## src/rtl/sha_2_round_ctrl.sv

```systemverilog
// SHA-256 block sequencer and round engine: one compression round per clock, 16-word rolling schedule.
// Optional macro SHA2_ABORT_EN adds an abort input that discards the message in flight.
//
// state     | meaning
// ----------|-----------------------------------------------------------
// ST_IDLE   | waiting for a block; data_in_ready high once out of reset
// ST_ROUND  | rounds t = 0..63, one per clock
// ST_UPDATE | fold working regs into H0..H7
// ST_DIGEST | digest presented, waiting for data_out_ready
module sha_2_round_ctrl #(
  parameter int data_width = 32,
  parameter int num_rounds = 64
) (
  input  logic         clk,
  input  logic         sync_rst,
`ifdef SHA2_ABORT_EN
  input  logic         abort,
`endif
  input  logic [511:0] data_in_block,
  input  logic         data_in_last,
  input  logic         data_in_valid,
  output logic         data_in_ready,
  output logic [255:0] data_out,
  output logic         data_out_valid,
  input  logic         data_out_ready,
  output logic         busy
);

  localparam int CNT_W = $clog2(num_rounds);

  typedef logic [data_width-1:0] word_t;
  typedef enum logic [1:0] {ST_IDLE, ST_ROUND, ST_UPDATE, ST_DIGEST} state_t;

  localparam word_t H_INIT [8] = '{
    32'h6a09e667, 32'hbb67ae85, 32'h3c6ef372, 32'ha54ff53a,
    32'h510e527f, 32'h9b05688c, 32'h1f83d9ab, 32'h5be0cd19
  };

  localparam word_t K_TABLE [64] = '{
    32'h428a2f98, 32'h71374491, 32'hb5c0fbcf, 32'he9b5dba5,
    32'h3956c25b, 32'h59f111f1, 32'h923f82a4, 32'hab1c5ed5,
    32'hd807aa98, 32'h12835b01, 32'h243185be, 32'h550c7dc3,
    32'h72be5d74, 32'h80deb1fe, 32'h9bdc06a7, 32'hc19bf174,
    32'he49b69c1, 32'hefbe4786, 32'h0fc19dc6, 32'h240ca1cc,
    32'h2de92c6f, 32'h4a7484aa, 32'h5cb0a9dc, 32'h76f988da,
    32'h983e5152, 32'ha831c66d, 32'hb00327c8, 32'hbf597fc7,
    32'hc6e00bf3, 32'hd5a79147, 32'h06ca6351, 32'h14292967,
    32'h27b70a85, 32'h2e1b2138, 32'h4d2c6dfc, 32'h53380d13,
    32'h650a7354, 32'h766a0abb, 32'h81c2c92e, 32'h92722c85,
    32'ha2bfe8a1, 32'ha81a664b, 32'hc24b8b70, 32'hc76c51a3,
    32'hd192e819, 32'hd6990624, 32'hf40e3585, 32'h106aa070,
    32'h19a4c116, 32'h1e376c08, 32'h2748774c, 32'h34b0bcb5,
    32'h391c0cb3, 32'h4ed8aa4a, 32'h5b9cca4f, 32'h682e6ff3,
    32'h748f82ee, 32'h78a5636f, 32'h84c87814, 32'h8cc70208,
    32'h90befffa, 32'ha4506ceb, 32'hbef9a3f7, 32'hc67178f2
  };

  function automatic word_t ror(input word_t x, input int n);
    return (x >> n) | (x << (data_width - n));
  endfunction

  function automatic word_t bsig0(input word_t x);
    return ror(x, 2) ^ ror(x, 13) ^ ror(x, 22);
  endfunction

  function automatic word_t bsig1(input word_t x);
    return ror(x, 6) ^ ror(x, 11) ^ ror(x, 25);
  endfunction

  function automatic word_t ssig0(input word_t x);
    return ror(x, 7) ^ ror(x, 18) ^ (x >> 3);
  endfunction

  function automatic word_t ssig1(input word_t x);
    return ror(x, 17) ^ ror(x, 19) ^ (x >> 10);
  endfunction

  function automatic word_t ch(input word_t x, input word_t y, input word_t z);
    return (x & y) ^ (~x & z);
  endfunction

  function automatic word_t maj(input word_t x, input word_t y, input word_t z);
    return (x & y) ^ (x & z) ^ (y & z);
  endfunction

  state_t           state;
  logic [CNT_W-1:0] round_cnt;
  word_t            w    [16];
  word_t            wk   [8];
  word_t            hreg [8];
  logic             last_q;
  logic             first_blk;
  logic             ready_q;
  logic             out_valid_q;
  logic [255:0]     out_q;
  logic             abort_i;

  word_t            t1;
  word_t            t2;
  word_t            w_new;
  word_t            h_sum [8];
  logic [255:0]     digest_next;
  logic             accept;

`ifdef SHA2_ABORT_EN
  assign abort_i = abort;
`else
  assign abort_i = 1'b0;
`endif

  // abort masks ready combinationally so a coincident handshake never lands
  assign data_in_ready  = ready_q & ~abort_i;
  assign data_out_valid = out_valid_q;
  assign data_out       = out_q;
  assign busy           = (state != ST_IDLE);
  assign accept         = (state == ST_IDLE) && data_in_valid && data_in_ready;

  always_comb begin
    t1    = wk[7] + bsig1(wk[4]) + ch(wk[4], wk[5], wk[6]) + K_TABLE[round_cnt] + w[0];
    t2    = bsig0(wk[0]) + maj(wk[0], wk[1], wk[2]);
    w_new = ssig1(w[14]) + w[9] + ssig0(w[1]) + w[0];
    digest_next = '0;
    for (int i = 0; i < 8; i++) begin
      h_sum[i] = hreg[i] + wk[i];
      digest_next[255-32*i -: 32] = h_sum[i];
    end
  end

  always_ff @(posedge clk) begin
    if (sync_rst) begin
      state       <= ST_IDLE;
      round_cnt   <= '0;
      w           <= '{default: '0};
      wk          <= '{default: '0};
      hreg        <= H_INIT;
      last_q      <= 1'b0;
      first_blk   <= 1'b1;
      ready_q     <= 1'b0;
      out_valid_q <= 1'b0;
      out_q       <= '0;
    end else if (abort_i && (state != ST_IDLE)) begin
      state       <= ST_IDLE;
      round_cnt   <= '0;
      hreg        <= H_INIT;
      first_blk   <= 1'b1;
      ready_q     <= 1'b1;
      out_valid_q <= 1'b0;
    end else begin
      case (state)
        ST_IDLE: begin
          if (!ready_q) begin
            ready_q <= 1'b1;
          end else if (accept) begin
            for (int i = 0; i < 16; i++) begin
              w[i] <= data_in_block[511-32*i -: 32];
            end
            last_q    <= data_in_last;
            ready_q   <= 1'b0;
            round_cnt <= '0;
            state     <= ST_ROUND;
            if (first_blk) begin
              wk   <= H_INIT;
              hreg <= H_INIT;
            end else begin
              wk <= hreg;
            end
          end
        end
        ST_ROUND: begin
          wk[0] <= t1 + t2;
          wk[1] <= wk[0];
          wk[2] <= wk[1];
          wk[3] <= wk[2];
          wk[4] <= wk[3] + t1;
          wk[5] <= wk[4];
          wk[6] <= wk[5];
          wk[7] <= wk[6];
          for (int i = 0; i < 15; i++) begin
            w[i] <= w[i+1];
          end
          w[15]     <= w_new;
          round_cnt <= round_cnt + 1'b1;
          if (round_cnt == CNT_W'(num_rounds - 1)) begin
            state <= ST_UPDATE;
          end
        end
        ST_UPDATE: begin
          hreg <= h_sum;
          if (last_q) begin
            first_blk   <= 1'b1;
            out_q       <= digest_next;
            out_valid_q <= 1'b1;
            state       <= ST_DIGEST;
          end else begin
            first_blk <= 1'b0;
            ready_q   <= 1'b1;
            state     <= ST_IDLE;
          end
        end
        ST_DIGEST: begin
          if (data_out_ready) begin
            out_valid_q <= 1'b0;
            ready_q     <= 1'b1;
            state       <= ST_IDLE;
          end
        end
        default: begin
          state <= ST_IDLE;
        end
      endcase
    end
  end

endmodule

```

## config.mk

```make
export PLATFORM = sky130hd
export DESIGN_NAME = sha_2_round_ctrl
export DESIGN_NICKNAME = d
export VERILOG_FILES = /design/src/rtl/sha_2_round_ctrl.sv
export SDC_FILE = /design/constraint.sdc
export NUM_CORES = 2
export LEC_CHECK = 0
export BUFFER_PORTS_ARGS = -buffer_cell sky130_fd_sc_hd__buf_4
export CAP_MARGIN = 0
export CORE_MARGIN = 4
export CORE_UTILIZATION = 35
export CTS_BUF_LIST = sky130_fd_sc_hd__clkbuf_8
export DETAILED_ROUTE_END_ITERATION = 8
export PLACE_DENSITY = 0.5
export SYNTH_ARGS = -nofsm -noshare
export SYNTH_HDL_FRONTEND = slang
export SYNTH_SLANG_ARGS = --single-unit
export TNS_END_PERCENT = 10
```

## constraint.sdc

```tcl
create_clock -name clk -period 22.2 [get_ports clk]
set_input_delay 1.11 -clock clk [delete_from_list [all_inputs] [get_ports clk]]
set_output_delay 1.11 -clock clk [all_outputs]
set_load 0.02 [all_outputs]
```

==> results_dict.tcl <==
set metrics [dict create \
    status "finished clean" \
    async_reset_ff_share_pct 0 \
    path_clk_slew_ns 0.06 \
    drv_slew 0 \
    p_int_uw 7450 \
    wl_met3_um 25800 \
    peakVddDrop_mv 0.264 \
    port_buffers 775 \
    cts.sinks 1292 \
    cp_max_fo 30 \
    clockBufferDepth 3 \
    yosys_register_bits 1292 \
    setup-tns-final_ns 0 \
    num_io_pins 776 \
    core-area_um2 228000 \
    hold_viol 0 \
    worstSetupStartpointType "flop" \
    multiInputGateArea_um2 49500 \
    setup_violations 0 \
    power_switching_uw 7760 \
    synth_area_leaders "dfxtp_1 32%, nand2_1 8.3%, ha_1 6.2%" \
    grt_max_degree 253 \
    finClkSkew_ns 0.0769 \
    fillerInstances 23861 \
    grt_pass1_vias 75414 \
    avgViaCountPerCell 5.70 \
    hp-class "in2reg" \
    firstDrtPassIters 5 \
    wl_per_cell_um 27.5 \
    nets 11793 \
    vias 79326 \
    final_area_um2 92900 \
    antenna_found_initial 44 \
    critPathCaptureType "flop" \
    drc_errors 0 \
    synth_top_area_share_pct 32.2 \
    ant_nets 0 \
    cts_hold_buf 0 \
    routed_wl_um 382000 \
    grt_usage_pct 30.9 \
    drtIter0Drc 7000 \
    syn_inst 10367 \
    rsz0062_at_grt "false" \
    leakage_uw 0.0386 \
    synthTopCellsByCount "1781 x nand2_1, 1292 x dfxtp_1, 1253 x nor2_1" \
    fp.dieH_um 487 \
    setup_ws_ns 12.68 \
    cts-root-buf "clkbuf_8" \
    chipWidth_um 487 \
    yosys.area.top_type "dfxtp_1" \
    cap_violations 0 \
    sw_frac_of_total_pct 51.0 \
    power.density_nw_per_um2 164 \
    synth_ff_type "dfxtp_1" \
    max_freq_mhz 105 \
    clk_latency_ns 1.05 \
    rows 175 \
    seq_area_um2 25900 \
    maxSlewHeadroom_pct 23.6 \
    hpwl_um 289000 \
    cts_setup_buffers 0 \
    finalCritPeriodShare_pct 42.9 \
    cts_tree "yes" \
    dieArea_um2 237000 \
    crit_type "reg2reg" \
    synth_most_common_cell "nand2_1" \
    hold_slack_ns 0.348 \
    syn_to_final_growth_pct 15.7 \
    crit_slowest_cell "ha_1" \
    start_util_pct 35.3 \
    cp.arrival_ns 10.46 \
    combPwrFrac_pct 65.7 \
    crit_path_frequent_cell "inv_1" \
    grt_pass1_wl_um 542000 \
    synth_seq_area_share_pct 32.2 \
    met2WireLength_um 172000 \
    syn_area_um2 80300 \
    pre_cts_slack_ns 12.76 \
    cp_data_required_time_ns 23.15 \
    p_seq_share_pct 18.4 \
    layout-drive-gt1-share_pct 13.0 \
    utilization_pct 40.8 \
    yosysWarnings 0 \
    gp_congestion 0.963 \
    overflow 0 \
    synth-edff-count 0 \
    avgSynthCellArea_um2 7.74 \
    top_layer "met5" \
    syn_nets 11476 \
    period_minus_slack_ns 9.52 \
    placed_area_um2 87800 \
    pwr-share-clk_pct 15.9 \
    htree_levels 4 \
    cpPeakStageDelay_ns 0.89 \
    worst_pin_slew_ns 1.15 \
    met1_length_um 167000 \
    numCtsBuffers 237 \
    synth_cell_types 112 \
    cts_resized 0 \
]
-- layer usage --
| layer | vias up | global-route usage [%] |
|---|---|---|
| met3 | 617 | 5.34 |
| li1 | 36885 | - |
| met1 | 38852 | 41.6 |
| met2 | 2950 | 49.0 |
| met4 | 22 | 12.5 |
| met5 | - | 0 |
-- logic make-up after synthesis --
| kind of cell | count (synthesis) | share of synthesized area (%) |
|---|---|---|
| AND/OR/NAND/NOR | 3900 | 20.5 |
| AO/OA/AOI/OAI | 2643 | 22.8 |
| buffers and inverters | 1306 | 6.19 |
| flip-flops | 1292 | 32.2 |
| adder cells (fa/ha/maj) | 595 | 11.1 |
| XOR/XNOR | 573 | 6.29 |
| multiplexers | 58 | 0.840 |
-- critical path, delay by kind of cell, from the launching register on --
kind / cells / cell delay (ns)
multiplexers: 1 / 0.52
AO/OA/AOI/OAI: 15 / 3.48
AND/OR/NAND/NOR: 6 / 1.44
adder cells (fa/ha/maj): 5 / 2.47
flip-flops: 1 / 0.31
buffers and inverters: 5 / 1.05
XOR/XNOR: 1 / 0.18
-- power by group through the flow --
stage | clock (µW) | combinational (µW) | sequential (µW)
4_1_cts | 2470 | 9850 | 2790
2_1_floorplan | 0 | 6850 | 2630
5_1_grt | 2570 | 10900 | 2800
3_5_place_dp | 0 | 9760 | 2840
3_3_place_gp | 0 | 9770 | 2830
6_report | 2410 | 9990 | 2800
-- cells in the final DEF (no fill, tap or decap), types with 332 or more instances in the layout --
cell / netlist / layout
inv_1: 482 / 557
a21oi_1: 709 / 709
nand2_1: 1781 / 1777
ha_1: 395 / 395
nor3_1: 358 / 358
xnor2_1: 367 / 367
dfxtp_1: 1292 / 1287
o21ai_0: 332 / 332
a311oi_1: 564 / 564
nor2_1: 1253 / 1246
buf_4: 1 / 890
-- cell type report --
type                       instances  share of cell area (%)
antenna                           30                  0.0808
multi-input combinational       7769                    53.3
timing repair buffer             898                    7.36
clock inverter                   137                   0.928
inverter                         486                    1.97
sequential                      1292                    27.9
clock buffer                     298                    4.42
tap                             3009                    4.05
-- worst paths after layout --
path	from	endpoint	slack (ns)	depth (start not counted)
max	round_cnt[0]	wk[252]	12.68	33
min reg2reg	w[413]	w[445]	0.42	2
max reg2reg	round_cnt[0]	wk[252]	12.68	33
min	data_in_block[363]	w[363]	0.35	3
-- metrics by stage --
stage / std cells / total power [µW]
floorplan: 10367 / 9480
global placement: 13454 / 12600
detailed placement: 13454 / 12600
CTS: 13889 / 15100
global route: 13908 / 16300
finish: 13919 / 15200
-- sequential cells by signal (all words and copies together) (netlist names) --
register,flops
state,2
data_out,256
round_cnt,6
w,512
data_in_ready,1
last_q,1
wk,256
hreg,256
first_blk,1
data_out_valid,1
No activity file was read; power rests on OpenSTA's default activity.
